[config.mk]
export PLATFORM = sky130hd
export DESIGN_NAME = io_dispatcher
export DESIGN_NICKNAME = d
export VERILOG_FILES = /design/src/rtl/io_dispatcher.sv
export SDC_FILE = /design/constraint.sdc
export NUM_CORES = 1
export LEC_CHECK = 0
export ABC_AREA = 1
export CORE_MARGIN = 3
export CORE_UTILIZATION = 43
export CTS_CLUSTER_DIAMETER = 120
export DETAILED_ROUTE_END_ITERATION = 8
export PLACE_DENSITY = 0.81
export SLEW_MARGIN = 40
export SYNTH_ARGS = -nofsm -noshare
export SYNTH_HDL_FRONTEND = slang
export SYNTH_SLANG_ARGS = --single-unit
export TNS_END_PERCENT = 10
[constraint.sdc]
create_clock -name clk -period 2.14 [get_ports clk]
set_clock_uncertainty 0.2 [all_clocks]
set_input_delay 0.214 -clock clk [delete_from_list [all_inputs] [get_ports clk]]
set_output_delay 0.214 -clock clk [all_outputs]
set_load 0.02 [all_outputs]
[src/rtl/io_dispatcher.sv]
// IO request sequencer: decodes a request into one of NUM_DEV device windows, runs the
// select/finish handshake on the shared device bus and returns data or an exception code.
module io_dispatcher #(
  parameter int NUM_DEV        = 4,
  parameter int DEV_ADDR_BITS  = 12,
  parameter int TIMEOUT_CYCLES = 256,
  parameter int EXCEPTION_LEN  = 4,
  parameter logic [EXCEPTION_LEN-1:0] EXCEP_OK                = EXCEPTION_LEN'(0),
  parameter logic [EXCEPTION_LEN-1:0] EXCEP_INVALID_MEM_READ  = EXCEPTION_LEN'(5),
  parameter logic [EXCEPTION_LEN-1:0] EXCEP_INVALID_MEM_WRITE = EXCEPTION_LEN'(7)
) (
  input  logic                             clk,
  input  logic                             rst,
  input  logic [31:0]                      io_addr_In,
  input  logic [31:0]                      io_data_In,
  input  logic [1:0]                       io_dataWidth_In,
  input  logic                             io_isRead_In,
  input  logic                             io_select_In,
  output logic                             io_finish_Out,
  output logic [31:0]                      io_data_Out,
  output logic [EXCEPTION_LEN-1:0]         io_exception_Out,
  output logic [DEV_ADDR_BITS-1:0]         dev_addr_Out,
  output logic [31:0]                      dev_data_Out,
  output logic [1:0]                       dev_dataWidth_Out,
  output logic                             dev_isRead_Out,
  output logic [NUM_DEV-1:0]               dev_select_Out,
  input  logic [NUM_DEV-1:0]               dev_finish_In,
  input  logic [32*NUM_DEV-1:0]            dev_data_In,
  input  logic [EXCEPTION_LEN*NUM_DEV-1:0] dev_exception_In
);

  localparam int IDX_W = (NUM_DEV > 1) ? $clog2(NUM_DEV) : 1;
  localparam int CNT_W = $clog2(TIMEOUT_CYCLES);
  localparam int WIN_W = 30 - DEV_ADDR_BITS;

  localparam logic [1:0] MEM_WIDTH_HALF = 2'd1;
  localparam logic [1:0] MEM_WIDTH_WORD = 2'd2;

  typedef enum logic [1:0] {IDLE, ISSUE, DONE, ERROR} state_t;

  state_t state_reg, state_next;
  logic [CNT_W-1:0] cnt_reg, cnt_next;

  logic [IDX_W-1:0]         req_idx_reg;
  logic [DEV_ADDR_BITS-1:0] req_addr_reg;
  logic [31:0]              req_data_reg;
  logic [1:0]               req_width_reg;
  logic                     req_isread_reg;

  logic [31:0]              dev_data_arr [NUM_DEV];
  logic [EXCEPTION_LEN-1:0] dev_exc_arr  [NUM_DEV];

  generate
    for (genvar gi = 0; gi < NUM_DEV; gi++) begin : g_unpack
      assign dev_data_arr[gi] = dev_data_In[32*gi +: 32];
      assign dev_exc_arr[gi]  = dev_exception_In[EXCEPTION_LEN*gi +: EXCEPTION_LEN];
    end
  endgenerate

  // Address bits [31:30] are always zero inside the IO region.
  logic unused_addr_bits;
  assign unused_addr_bits = ^io_addr_In[31:30];

  logic [WIN_W-1:0] win_in;
  logic [IDX_W-1:0] idx_in;
  logic             decode_err;
  logic             fin_sel;

  assign win_in  = io_addr_In[29:DEV_ADDR_BITS];
  assign idx_in  = win_in[IDX_W-1:0];
  assign fin_sel = dev_finish_In[req_idx_reg];

  always_comb begin
    decode_err = (win_in >= WIN_W'(NUM_DEV))
              || (io_dataWidth_In == MEM_WIDTH_HALF && io_addr_In[0])
              || (io_dataWidth_In == MEM_WIDTH_WORD && io_addr_In[1:0] != 2'b00);
  end

  // Request currently being served: live inputs on the accepting edge, latched copy afterwards.
  logic [IDX_W-1:0]         cur_idx;
  logic [DEV_ADDR_BITS-1:0] cur_addr;
  logic [31:0]              cur_data;
  logic [1:0]               cur_width;
  logic                     cur_isread;

  always_comb begin
    if (state_reg == IDLE) begin
      cur_idx    = idx_in;
      cur_addr   = io_addr_In[DEV_ADDR_BITS-1:0];
      cur_data   = io_data_In;
      cur_width  = io_dataWidth_In;
      cur_isread = io_isRead_In;
    end else begin
      cur_idx    = req_idx_reg;
      cur_addr   = req_addr_reg;
      cur_data   = req_data_reg;
      cur_width  = req_width_reg;
      cur_isread = req_isread_reg;
    end
  end

  logic                     io_finish_next;
  logic [31:0]              io_data_next;
  logic [EXCEPTION_LEN-1:0] io_exc_next;
  logic [DEV_ADDR_BITS-1:0] dev_addr_next;
  logic [31:0]              dev_data_next;
  logic [1:0]               dev_width_next;
  logic                     dev_isread_next;
  logic [NUM_DEV-1:0]       dev_select_next;

  // State register, request latch and registered outputs.
  always_ff @(posedge clk) begin
    if (rst) begin
      state_reg         <= IDLE;
      cnt_reg           <= '0;
      req_idx_reg       <= '0;
      req_addr_reg      <= '0;
      req_data_reg      <= '0;
      req_width_reg     <= '0;
      req_isread_reg    <= 1'b0;
      io_finish_Out     <= 1'b0;
      io_data_Out       <= '0;
      io_exception_Out  <= '0;
      dev_addr_Out      <= '0;
      dev_data_Out      <= '0;
      dev_dataWidth_Out <= '0;
      dev_isRead_Out    <= 1'b0;
      dev_select_Out    <= '0;
    end else begin
      state_reg <= state_next;
      cnt_reg   <= cnt_next;
      if (state_reg == IDLE && io_select_In) begin
        req_idx_reg    <= idx_in;
        req_addr_reg   <= io_addr_In[DEV_ADDR_BITS-1:0];
        req_data_reg   <= io_data_In;
        req_width_reg  <= io_dataWidth_In;
        req_isread_reg <= io_isRead_In;
      end
      io_finish_Out     <= io_finish_next;
      io_data_Out       <= io_data_next;
      io_exception_Out  <= io_exc_next;
      dev_addr_Out      <= dev_addr_next;
      dev_data_Out      <= dev_data_next;
      dev_dataWidth_Out <= dev_width_next;
      dev_isRead_Out    <= dev_isread_next;
      dev_select_Out    <= dev_select_next;
    end
  end

  // Next state; a dropped select has priority over device finish and timeout.
  always_comb begin
    state_next = state_reg;
    cnt_next   = cnt_reg;
    case (state_reg)
      IDLE: begin
        if (io_select_In) begin
          state_next = decode_err ? ERROR : ISSUE;
          cnt_next   = '0;
        end
      end
      ISSUE: begin
        if (!io_select_In)
          state_next = IDLE;
        else if (fin_sel)
          state_next = DONE;
        else if (cnt_reg == CNT_W'(TIMEOUT_CYCLES - 1))
          state_next = ERROR;
        else
          cnt_next = cnt_reg + 1'b1;
      end
      DONE, ERROR: begin
        if (!io_select_In)
          state_next = IDLE;
      end
      default: state_next = IDLE;
    endcase
  end

  // Output values for the state being entered.
  always_comb begin
    io_finish_next  = 1'b0;
    io_data_next    = '0;
    io_exc_next     = EXCEP_OK;
    dev_addr_next   = '0;
    dev_data_next   = '0;
    dev_width_next  = '0;
    dev_isread_next = 1'b0;
    dev_select_next = '0;
    case (state_next)
      ISSUE: begin
        dev_select_next = NUM_DEV'(1) << cur_idx;
        dev_addr_next   = cur_addr;
        dev_data_next   = cur_data;
        dev_width_next  = cur_width;
        dev_isread_next = cur_isread;
      end
      DONE: begin
        io_finish_next = 1'b1;
        if (state_reg == ISSUE) begin
          io_data_next = req_isread_reg ? dev_data_arr[req_idx_reg] : 32'd0;
          io_exc_next  = dev_exc_arr[req_idx_reg];
        end else begin
          io_data_next = io_data_Out;
          io_exc_next  = io_exception_Out;
        end
      end
      ERROR: begin
        io_finish_next = 1'b1;
        io_exc_next    = cur_isread ? EXCEP_INVALID_MEM_READ : EXCEP_INVALID_MEM_WRITE;
      end
      default: ;
    endcase
  end

endmodule

==> impl_summary.txt, run 1 <==
----------------------------------------------------
[Critical path]
  R2R setup slack ... 0.23 ns
  Worst setup SP type ... register
  CP Launch Point ... cnt_reg[0]
  CP endpoint kind ... register
  Data required time at the worst endpoint ... 2.29 ns
  CP Data Arrival Time ... 2.06 ns
  Critical path type ... reg2reg
  Last element of the critical path ... io_data_Out[18]
  Launching point of the worst reg2reg path ... cnt_reg[0]
  Worst Reg2Reg Path Length in Cells ... 10
  CP Max Fanout ... 33
  End of the worst register-to-register path ... io_data_Out[18]

[Logic synthesis]
  Proportion of synthesized area in mux cells ... 0%
  Netlist cell types ... 33
  Synthesized-area fraction occupied by and/or/nand/nor cells ... 31.4%
  Synthesis Warnings ... 0
  Yosys reg bits ... 147
  XOR/XNOR share of the synthesized area ... less than 1%
  Post-synthesis instance area ... 0.00710 mm2
  Cells after synthesis ... between 1,000 and 1,500
  Register area share after synthesis ... 41.5%
  Compound-gate portion of the synthesized area ... between 15 and 20%
  Mapped Avg Cell Area ... 7.06 um2
  Synthesized netlist net count ... 1,225
  Post-synthesis share of cell area spent on full adders, half adders and majority gates ... 0.176%
  Main combinational cell family by area after synthesis ... simple AND/OR/NAND/NOR gates

[Timing]
  Final period demand of the worst path ... 1.91 ns
  Final setup fails ... 0
  Worst max-slew margin expressed relative to the limit ... 70.8%
  Unrepaired setup endpoints after global routing ... no
  Worst Max-Slew Pin Slew ... 0.434 ns
  Number of pins with negative max-slew slack in the final report ... 0
  Number of hold-slack violations in the final timing report ... 0
  Total Neg Setup Slack ... 0 ns
  Max Clock Freq ... 524 MHz
  Fraction of the cycle the final worst path needs ... 89.2%

[Route]
  Post-detailed-route wirelength per cell ... roughly 15 um
  Routed Antenna Nets ... 0
  Drt pass-1 iters ... 5
  Via total after detailed routing ... 7,399
  Total length of routed wires ... 23,000 um
  Detailed Route Iter0 Violations ... between 400 and 500
  Routed vias/inst ... 4.90
  # DRC ... 0

[Power and ir drop]
  Sw Ratio ... between 20% and 30%
  Reported leakage power ... 0.00423 uW
  Fraction of power consumed by the clock network ... 41.4%
  Sw power ... around 2000 uW
  Internal ... about 5700 uW
  Worst IR Drop VDD ... 0.807 mV
  Total power per unit cell area ... 705 mW/mm2
  Total power of the final layout ... 7750 uW
  Combinational Power Share ... a little over a fifth
  Sequential Power Share ... 37.5%

[CTS]
  Worst-Skew Late Latency ... 0.42 ns
  Buffers inserted by post-CTS timing repair ... 0
  Clock tree from TritonCTS ... built
  Hold buffer count at cts ... 0
  Total CTS buffers ... 17
  CTS Root Buffer Type ... sky130_fd_sc_hd__clkbuf_16
  Clock transition time at the flip-flop clock pins of the worst setup and hold paths ... 0.06 ns
  Maximum count of clock buffers along a single path ... 2
  Clk sinks ... between 100 and 150
  Post-CTS sizing ... 0
  Maximum level of the CTS H-tree ... 4

[Global routing]
  Total grt overflow ... 0
  Via count of the first global-routing pass ... 6,985
  Overall routing resource usage ... roughly 25%
  Number of antenna violations at the first check in global routing ... 1
  Global-route wire length before repair ... 36,100 um
  Largest net degree at the start of global routing ... 69

[Cells and area]
  Final design utilization ... between 60% and 70%
  NumNets Final ... 1,501
  Top library cells by usage in the layout, fill and taps aside ... 303 x sky130_fd_sc_hd__clkdlybuf4s50_1, 168 x sky130_fd_sc_hd__nor2_1, 146 x sky130_fd_sc_hd__dfxtp_1, 128 x sky130_fd_sc_hd__nand2_1, 124 x sky130_fd_sc_hd__o21ai_0
  Number of inserted diodes ... 0
  Fraction of final layout cells with drive strength greater than 1 ... 10.3%
  Most frequent standard cell in the layout excluding fill and tap cells ... sky130_fd_sc_hd__clkdlybuf4s50_1
  Area growth syn-to-layout ... 54.9%

[Run status]
  Outcome ... finished, final reports clean

[Die]
  I/O Pins ... 306
  Core footprint ... 0.0160 mm2
  Die footprint ... 0.0181 mm2
  Site Rows ... 46
  Die Y-Extent ... 134 um
  Die width ... 134 um
  Starting Density ... 44.4%

[Placement]
  Routability congestion estimate from global placement ... 0.869
  DP HPWL ... 16,800 um
  Count of port buffers added during placement ... between 300 and 400

[Flow run]
  Count of max-cap constraint violations ... 0

[Worst hold path]
  Worst Hold Class ... in2reg
  Startpoint of the lowest-slack hold path ... io_addr_In[12]

----------------------------------------------------
-- kinds of logic after synthesis --
family | count (synthesis)
AO/OA/AOI/OAI | 219
adder cells (fa/ha/maj) | 1
AND/OR/NAND/NOR | 462
XOR/XNOR | 3
flip-flops | 147
buffers and inverters | 174
-- final cells by class --
| class | instances | area [um2] |
|---|---|---|
| clock inverter | 11 | 173 |
| clock buffer | 21 | 470 |
| tap | 216 | 270 |
| multi-input combinational | 685 | 3420 |
| timing repair buffer | 326 | 3320 |
| sequential | 147 | 2940 |
| fill | 1335 | 5000 |
| inverter | 105 | 397 |
-- cells in the mapped netlist, drive strengths merged --
cell type | number | share of area [%]
nor2 | 201 | 14
dfxtp | 147 | 41
nand2 | 131 | 7.1
o21ai | 125 | 8.8
inv | 105 | 5.6
nand3 | 93 | 6.8
a21oi | 57 | 4.1
clkbuf | 45 | 2.4
o22ai | 34 | 3.0
or2 | 33 | 2.9
buf | 24 | 2.4
nand4 | 3 | 0.26
o21bai | 2 | 0.21
xor2 | 2 | 0.25
ha | 1 | 0.18
nor3 | 1 | 0.070
o221ai | 1 | 0.12
xnor2 | 1 | 0.12
-- stage by stage --
stage	instance area [um2]	instances	hold WS [ns]	setup WS, ns
3_3_place_gp	10400	1479	0.259	0.0719
3_5_place_dp	10400	1479	0.262	0.0625
6_report	11000	1511	0.211	0.232
2_1_floorplan	7100	1006	0.153	0.410
4_1_cts	11000	1511	0.181	0.227
5_1_grt	11000	1511	0.216	0.0405
-- power by group through the flow --
stage          Clock [uW]  Sequential, uW  Combinational (uW)
2_1_floorplan           0            3020                 836
3_3_place_gp            0            2960                1600
3_5_place_dp            0            2970                1620
4_1_cts              3250            2910                1630
5_1_grt              3380            2920                1790
6_report             3210            2910                1640
-- metal layers --
metal / share of wire [%] / GRT usage, %
met1: 42 / 31.8
met2: 50 / 41.8
met3: 6.0 / 6.22
met4: 2.1 / 7.81
met5: 0.039 / 0
-- critical path: stages, from the launching register on --
cell	delay (ns)
sky130_fd_sc_hd__dfxtp_1	0.40
sky130_fd_sc_hd__ha_1	0.21
sky130_fd_sc_hd__inv_1	0.05
sky130_fd_sc_hd__nor2_1	0.16
sky130_fd_sc_hd__nand2_1	0.11
sky130_fd_sc_hd__nand3_1	0.11
sky130_fd_sc_hd__nand2_2	0.09
sky130_fd_sc_hd__nand2_1	0.11
sky130_fd_sc_hd__nand3_2	0.09
sky130_fd_sc_hd__buf_12	0.17
sky130_fd_sc_hd__nor2_1	0.12
-- worst min path at each step --
stage                                  end  slack, ns  depth (start not counted)
after floorplan            req_addr_reg[0]       0.15                          2
after global placement    req_addr_reg[10]       0.26                          2
after detailed placement  req_addr_reg[10]       0.26                          2
after CTS                   req_idx_reg[0]       0.18                          3
after global routing        req_idx_reg[0]       0.22                          3
final                       req_idx_reg[0]       0.21                          3
Power figures use the tool's default switching activity.
==> run 2, diff against run 1 <==
--- a/config.mk
+++ b/config.mk
@@ -5,12 +5,11 @@
 export SDC_FILE = /design/constraint.sdc
 export NUM_CORES = 1
 export LEC_CHECK = 0
-export ABC_AREA = 1
 export CORE_MARGIN = 3
-export CORE_UTILIZATION = 43
+export CORE_UTILIZATION = 41
 export CTS_CLUSTER_DIAMETER = 120
 export DETAILED_ROUTE_END_ITERATION = 8
-export PLACE_DENSITY = 0.81
+export PLACE_DENSITY = 0.8
 export SLEW_MARGIN = 40
 export SYNTH_ARGS = -nofsm -noshare
 export SYNTH_HDL_FRONTEND = slang
==> impl_summary.txt, run 2 <==
----------------------------------------------------
[Run status]
  Outcome ... finished with violations
  Violations in the final reports ... negative setup slack

[Cells and area]
  Count of filler cells inserted in the layout ... 1,136 (-15%)
  NumNets Final ... 1,178 (-22%)
  Number of inserted diodes ... 0 (unchanged)
  Fraction of final layout cells with drive strength greater than 1 ... 18.5% (+8.2 points)
  Area growth syn-to-layout ... 70.4%
  Top library cells by usage in the layout, fill and taps aside ... 302 x sky130_fd_sc_hd__clkdlybuf4s50_1, 145 x sky130_fd_sc_hd__dfxtp_1, 109 x sky130_fd_sc_hd__nand2_1, 52 x sky130_fd_sc_hd__a21oi_1, 49 x sky130_fd_sc_hd__mux2i_1
  Most frequent standard cell in the layout excluding fill and tap cells ... sky130_fd_sc_hd__clkdlybuf4s50_1

[Logic synthesis]
  Mapped Avg Cell Area ... 10.0 um2 (+42%)
  Fraction of synthesis flops using an asynchronous set or reset pin ... 0% (unchanged)
  Post-synthesis instance area ... 0.00648 mm2 (-8.7%)
  Cell taking the most area after synthesis ... sky130_fd_sc_hd__dfxtp_1
  Synthesis Warnings ... 0 (unchanged)
  Number of enable flip-flop cells after synthesis ... 0 (unchanged)
  Most common cell in the netlist ... sky130_fd_sc_hd__dfxtp_1
  Register area share after synthesis ... 45.4% (+4.0 points)
  Largest cells by area after synthesis ... sky130_fd_sc_hd__dfxtp_1 45%, sky130_fd_sc_hd__mux4_2 13%, sky130_fd_sc_hd__mux2i_1 7.6%, sky130_fd_sc_hd__nand2_1 6.3%, sky130_fd_sc_hd__nor3b_1 5.9%
  Cells after synthesis ... 648 (-36%)
  Synthesized netlist net count ... 867 (-29%)
  Top cell type's share of synthesized area ... 45.4% (+4.0 points)
  Yosys reg bits ... 147 (unchanged)
  Main flop type after synthesis ... sky130_fd_sc_hd__dfxtp_1
  Netlist cell types ... 43 (+30%)
  Top cell types by occurrence after synthesis ... 147 x sky130_fd_sc_hd__dfxtp_1, 109 x sky130_fd_sc_hd__nand2_1, 54 x sky130_fd_sc_hd__a21oi_1

[Critical path]
  CP endpoint kind ... register
  CP Data Arrival Time ... 2.38 ns (+0.32 ns)
  Worst setup SP type ... register
  Critical path type ... reg2reg
  Data required time at the worst endpoint ... 2.28 ns (about the same)
  CP Max Fanout ... 8 (-76%)

[Die]
  Die Y-Extent ... 132 um (-2.1%)
  Starting Density ... 42.3% (-2.1 points)
  Die footprint ... 0.0173 mm2 (-4.1%)
  I/O Pins ... 306 (unchanged)
  Die width ... 132 um (-2.1%)
  Core footprint ... 0.0153 mm2 (-4.3%)
  Site Rows ... 45 (-2.2%)

[Power and ir drop]
  Worst IR Drop VDD ... 0.488 mV (-40%)
  Total power per unit cell area ... 656 mW/mm2 (-7.0%)
  Reported leakage power ... 0.00393 uW (-7.1%)

[Flow run]
  Count of max-cap constraint violations ... 0 (unchanged)

[Route]
  # DRC ... 0 (unchanged)
  Detailed Route Iter0 Violations ... 264 (-37%)
  Drt pass-1 iters ... 4 (-1)
  Routed Antenna Nets ... 0 (unchanged)
  Routed vias/inst ... 5.33 (+8.8%)
  Post-detailed-route wirelength per cell ... 19.8 um (+30%)
  Via total after detailed routing ... 6,302 (-15%)
  Total length of routed wires ... 23,400 um (+2.1%)

[Timing]
  Unrepaired setup endpoints after global routing ... yes
  Number of hold-slack violations in the final timing report ... 0 (unchanged)
  Fraction of the cycle the final worst path needs ... 105% (+16 points)
  Min setup slack post-route ... -0.104 ns (-0.336 ns)
  Max Clock Freq ... 446 MHz (-15%)
  Final period demand of the worst path ... 2.24 ns (+0.336 ns)
  Worst Max-Slew Pin Slew ... 0.535 ns (+0.101 ns)
  Total Neg Setup Slack ... -4.56 ns (-4.56 ns)
  Worst max-slew margin expressed relative to the limit ... 64.3% (-6.5 points)
  Number of pins with negative max-slew slack in the final report ... 0 (unchanged)
  Final setup fails ... 86 (+86)

[Placement]
  Worst setup timing slack at the placement stage ... -0.336 ns (-0.398 ns)
  DP HPWL ... 16,600 um (-1.2%)
  Routability congestion estimate from global placement ... 0.827 (-4.9%)
  Count of port buffers added during placement ... 303 (unchanged)

[Worst hold path]
  Worst Hold Class ... in2reg

[Global routing]
  Overall routing resource usage ... 25.8% (+0.85 points)
  Number of antenna violations at the first check in global routing ... 0 (-1)
  Total grt overflow ... 0 (unchanged)
  Global-route wire length before repair ... 35,100 um (-2.9%)
  Via count of the first global-routing pass ... 6,366 (-8.9%)
  Largest net degree at the start of global routing ... 53 (-23%)

[CTS]
  Clock tree from TritonCTS ... built
  Worst-Skew Late Latency ... 0.42 ns (about the same)
  CTS Root Buffer Type ... sky130_fd_sc_hd__clkbuf_16
  Maximum level of the CTS H-tree ... 4 (unchanged)
  Maximum count of clock buffers along a single path ... 2 (unchanged)
  Clock transition time at the flip-flop clock pins of the worst setup and hold paths ... 0.06 ns (about the same)
  Clk sinks ... 147 (unchanged)
  Total CTS buffers ... 17 (unchanged)

----------------------------------------------------
-- run 2: cell type report --
type / count / area [um2] / share of cell area [%]
Clock buffer: 22 / 474 / 4.30
Clock inverter: 10 / 145 / 1.31
Inverter: 4 / 15.0 / 0.136
Multi-Input combinational cell: 438 / 3610 / 32.7
Sequential cell: 147 / 2950 / 26.7
Tap cell: 211 / 264 / 2.39
Timing Repair Buffer: 351 / 3590 / 32.5
-- run 2: layer usage --
metal	vias up	track usage [%]	share of wire [%]
met4	0	10.6	3.3
met5	-	0	0
met1	3030	28.6	38
met3	44	8.42	7.7
li1	2982	-	-
met2	246	45.5	51
-- run 2: worst paths after layout --
kind	startpoint	to	slack, ns	depth (start not counted)
max	req_idx_reg[0]	dev_addr_Out[8]	-0.10	5
min	io_data_In[27]	req_data_reg[27]	0.17	3
max reg2reg	req_idx_reg[0]	dev_addr_Out[8]	-0.10	5
min reg2reg	req_data_reg[15]	req_data_reg[15]	0.25	2
-- run 2: logic make-up after synthesis --
group | Yosys count | share of synthesized area (%)
XOR/XNOR | 1 | 0.135
multiplexers | 86 | 20.4
adder cells (fa/ha/maj) | 1 | 0.193
AND/OR/NAND/NOR | 239 | 18.8
flip-flops | 147 | 45.4
buffers and inverters | 63 | 3.94
AO/OA/AOI/OAI | 111 | 11.0
-- run 2: timing repair --
item / CTS / global route
hold endpoints to repair: 2 / 0
setup endpoints to repair: 53 / 91
setup buffers: 4 / 1
resized for setup: 41 / 33
gates cloned: 2 / 3
pin swaps: 25 / 5
hold buffers: 1 / 0
-- run 2: power breakdown --
group / total [uW] / internal (uW) / switching (uW)
clock network: 3090 / 1940 / 1160
registers: 2850 / 2810 / 38.6
logic: 1300 / 749 / 549
total: 7240 / 5490 / 1740
-- run 2: per-stage QoR --
step	utilization, %	power (uW)	cells	hold WS [ns]	instance area [um2]
3_5_place_dp	64.9	4100	1140	0.246	9940
3_3_place_gp	64.9	4090	1140	0.240	9940
5_1_grt	72.1	7490	1183	0.171	11000
2_1_floorplan	-	3450	648	0.150	6480
6_report	72.1	7240	1183	0.170	11000
4_1_cts	70.6	7240	1179	0.156	10800
-- run 2: critical path: stages, from the launching register on --
cell                        delay (ns)
sky130_fd_sc_hd__dfxtp_4          0.37
sky130_fd_sc_hd__mux4_2           0.63
sky130_fd_sc_hd__a2111oi_4        0.45
sky130_fd_sc_hd__buf_6            0.20
sky130_fd_sc_hd__buf_12           0.13
sky130_fd_sc_hd__nor3b_2          0.18
==> run 3, diff against run 2 <==
--- a/config.mk
+++ b/config.mk
@@ -5,7 +5,6 @@
 export SDC_FILE = /design/constraint.sdc
 export NUM_CORES = 1
 export LEC_CHECK = 0
-export CORE_MARGIN = 3
 export CORE_UTILIZATION = 41
 export CTS_CLUSTER_DIAMETER = 120
 export DETAILED_ROUTE_END_ITERATION = 8
==> impl_summary.txt, run 3 (same netlist as run 2, synthesis figures left out) <==
----------------------------------------------------
[Global routing]
  Via count of the first global-routing pass ... 6,040 (-5.1%)
  Total grt overflow ... 0 (unchanged)
  Met1 Resource Use GR ... 28.5% (-0.076 points)
  Global-route wire length before repair ... 31,900 um (-9.2%)
  Overall routing resource usage ... 25.7% (-0.15 points)
  Largest net degree at the start of global routing ... 53 (unchanged)
  Number of antenna violations at the first check in global routing ... 0 (unchanged)
  Global Route met3 Usage ... 6.43% (-2.0 points)
  Met2 capacity usage during global routing ... 45.5% (about the same)
  Most crowded layer after global routing ... met2

[Timing]
  Unrepaired setup endpoints after global routing ... yes
  Final setup fails ... 18 (-79%)
  Fraction of the cycle the final worst path needs ... 103% (-2.0 points)
  Worst max-slew margin expressed relative to the limit ... 62.7% (-1.6 points)
  Final period demand of the worst path ... 2.20 ns (-0.0429 ns)
  Max Clock Freq ... 454 MHz (+2.0%)
  Number of pins with negative max-slew slack in the final report ... 0 (unchanged)
  Worst Max-Slew Pin Slew ... 0.560 ns (+0.0247 ns)
  Number of hold-slack violations in the final timing report ... 0 (unchanged)
  Worst slack on hold paths ... 0.177 ns (+0.00625 ns)
  Min setup slack post-route ... -0.0611 ns (+0.0429 ns)

[Cells and area]
  Final design utilization ... 69.8% (-2.3 points)
  Area growth syn-to-layout ... 65.1%
  NumNets Final ... 1,168 (-0.85%)
  Top library cells by usage in the layout, fill and taps aside ... 302 x sky130_fd_sc_hd__clkdlybuf4s50_1, 145 x sky130_fd_sc_hd__dfxtp_1, 109 x sky130_fd_sc_hd__nand2_1, 54 x sky130_fd_sc_hd__a21oi_1, 49 x sky130_fd_sc_hd__mux2i_1
  Fraction of final layout cells with drive strength greater than 1 ... 12.9% (-5.6 points)
  Design Area, Final ... 0.0107 mm2 (-3.2%)
  Number of inserted diodes ... 0 (unchanged)
  Most frequent standard cell in the layout excluding fill and tap cells ... sky130_fd_sc_hd__clkdlybuf4s50_1
  Post-route insts no fill ... 1,173 (-0.85%)

[Run status]
  Violations in the final reports ... negative setup slack
  Outcome ... finished with violations

[Die]
  I/O Pins ... 306 (unchanged)
  Site Rows ... 45 (unchanged)
  Starting Density ... 42.3% (unchanged)
  Die Y-Extent ... 128 um (-3.0%)
  Core footprint ... 0.0153 mm2 (unchanged)
  Die footprint ... 0.0163 mm2 (-6.0%)
  Die width ... 128 um (-3.0%)

[Critical path]
  CP Data Arrival Time ... 2.34 ns (-0.04 ns)
  CP Max Fanout ... 7 (-1)
  Critical path type ... reg2reg
  CP endpoint kind ... register
  Buffering stage count on the worst path with inverters included ... 0 (-2)
  Cell type of the slowest stage on the worst timing path ... sky130_fd_sc_hd__mux4_2
  Cells traversed along the worst timing path ... mux4_2 > a211o_4 > or4_1 > a21oi_1
  Cell type group with the largest total delay on the critical path ... multiplexers
  Worst setup SP type ... register
  CP max stage delay ... 0.61 ns (-0.02 ns)
  Data required time at the worst endpoint ... 2.28 ns (about the same)

[CTS]
  Clk sinks ... 147 (unchanged)
  Total CTS buffers ... 17 (unchanged)
  Maximum level of the CTS H-tree ... 4 (unchanged)
  Clock transition time at the flip-flop clock pins of the worst setup and hold paths ... 0.06 ns (about the same)
  Clock tree from TritonCTS ... built
  Worst-Skew Late Latency ... 0.41 ns (about the same)
  Maximum count of clock buffers along a single path ... 2 (unchanged)
  CTS Root Buffer Type ... sky130_fd_sc_hd__clkbuf_16

[Power and ir drop]
  Sequential Power Share ... 39.6% (+0.3 points)
  Combinational Power Share ... 17.0% (-0.9 points)
  Reported leakage power ... 0.00383 uW (-2.7%)
  Sw Ratio ... 23.4% (-0.68 points)
  Total power per unit cell area ... 673 mW/mm2 (+2.7%)
  Worst IR Drop VDD ... 0.543 mV (+11%)
  Fraction of power consumed by the clock network ... 43.5% (+0.7 points)
  Internal ... 5510 uW (+0.30%)
  Sw power ... 1680 uW (-3.4%)

[Route]
  Drt pass-1 iters ... 5 (+1)
  Detailed Route Iter0 Violations ... 267 (+1.1%)
  # DRC ... 0 (unchanged)
  Via total after detailed routing ... 6,133 (-2.7%)
  Post-detailed-route wirelength per cell ... 18.3 um (-7.6%)
  Total length of routed wires ... 21,500 um (-8.4%)
  Routed vias/inst ... 5.23 (-1.9%)
  Routed Antenna Nets ... 0 (unchanged)

[Worst hold path]
  Worst Hold Class ... in2reg

[Flow run]
  Count of max-cap constraint violations ... 0 (unchanged)

[Placement]
  DP HPWL ... 15,500 um (-7.0%)
  Count of port buffers added during placement ... 303 (unchanged)
  Count of placed standard cells including taps ... 1,135 (-0.44%)
  Post-detailed-placement cell area ... 0.00994 mm2 (unchanged)
  Routability congestion estimate from global placement ... 0.798 (-3.4%)
  Worst setup timing slack at the placement stage ... -0.322 ns (+0.0141 ns)

----------------------------------------------------
==> run 3: changes by cell type in the layout (fill, tap and decap cells not counted), moves of 3 or more <==
cell,before,now
sky130_fd_sc_hd__buf_6,7,1
sky130_fd_sc_hd__nor3b_2,46,8
sky130_fd_sc_hd__nor3b_4,3,0
sky130_fd_sc_hd__nor3b_1,2,43
==> run 3: metal layers <==
metal  share of wire (%)  up-vias  routed length [um]
met5                   0        -                   0
met4                 4.4        0                 936
met3                 7.3       43                1570
met2                  50      242               10800
met1                  38     2880                8200
li1                    -     2968                   -
==> run 3: worst min-delay path, stage by stage <==
cell,delay (ns)
sky130_fd_sc_hd__clkdlybuf4s50_1,0.42
sky130_fd_sc_hd__nand2_1,0.06
sky130_fd_sc_hd__a21oi_1,0.05
==> run 3: path summary, 6_finish.rpt <==
kind,cells past startpoint,from,to,slack (ns)
hold / removal,3,io_data_In[13],req_data_reg[13],0.18
setup reg to reg,4,req_idx_reg[0],cnt_reg[5],-0.06
hold reg to reg,2,req_width_reg[0],req_width_reg[0],0.25
setup / recovery,4,req_idx_reg[0],cnt_reg[5],-0.06
==> run 3: timing repair <==
item / CTS / global route
gates cloned: 1 / 0
hold buffers: 1 / 0
setup buffers: 4 / 0
resized for setup: 13 / 0
endpoints found under the hold margin: 6 / 0
setup endpoints to repair: 57 / 90
==> run 3: area by class of cell <==
class	instances	area, um2
fillers	1177	4620
repair buffers	341	3460
multi-input cells	438	3370
flip-flops and latches	147	2950
clock buffers	20	447
well taps	211	264
clock inverters	12	180
inverters	4	15.0
==> run 3: through the flow <==
stage          total power, uW  setup TNS (ns)
2_1_floorplan             3450          -0.458
3_3_place_gp              4080          -21.75
3_5_place_dp              4110          -22.67
4_1_cts                   7250          -0.622
5_1_grt                   7450           -5.00
6_report                  7190          -0.136
==> run 3: power by group through the flow <==
stage | Clock (uW) | Sequential (uW) | Combinational [uW]
global placement | 0 | 2900 | 1180
detailed placement | 0 | 2910 | 1200
global route | 3290 | 2850 | 1300
finish | 3130 | 2850 | 1220
floorplan | 0 | 2910 | 544
CTS | 3170 | 2850 | 1230
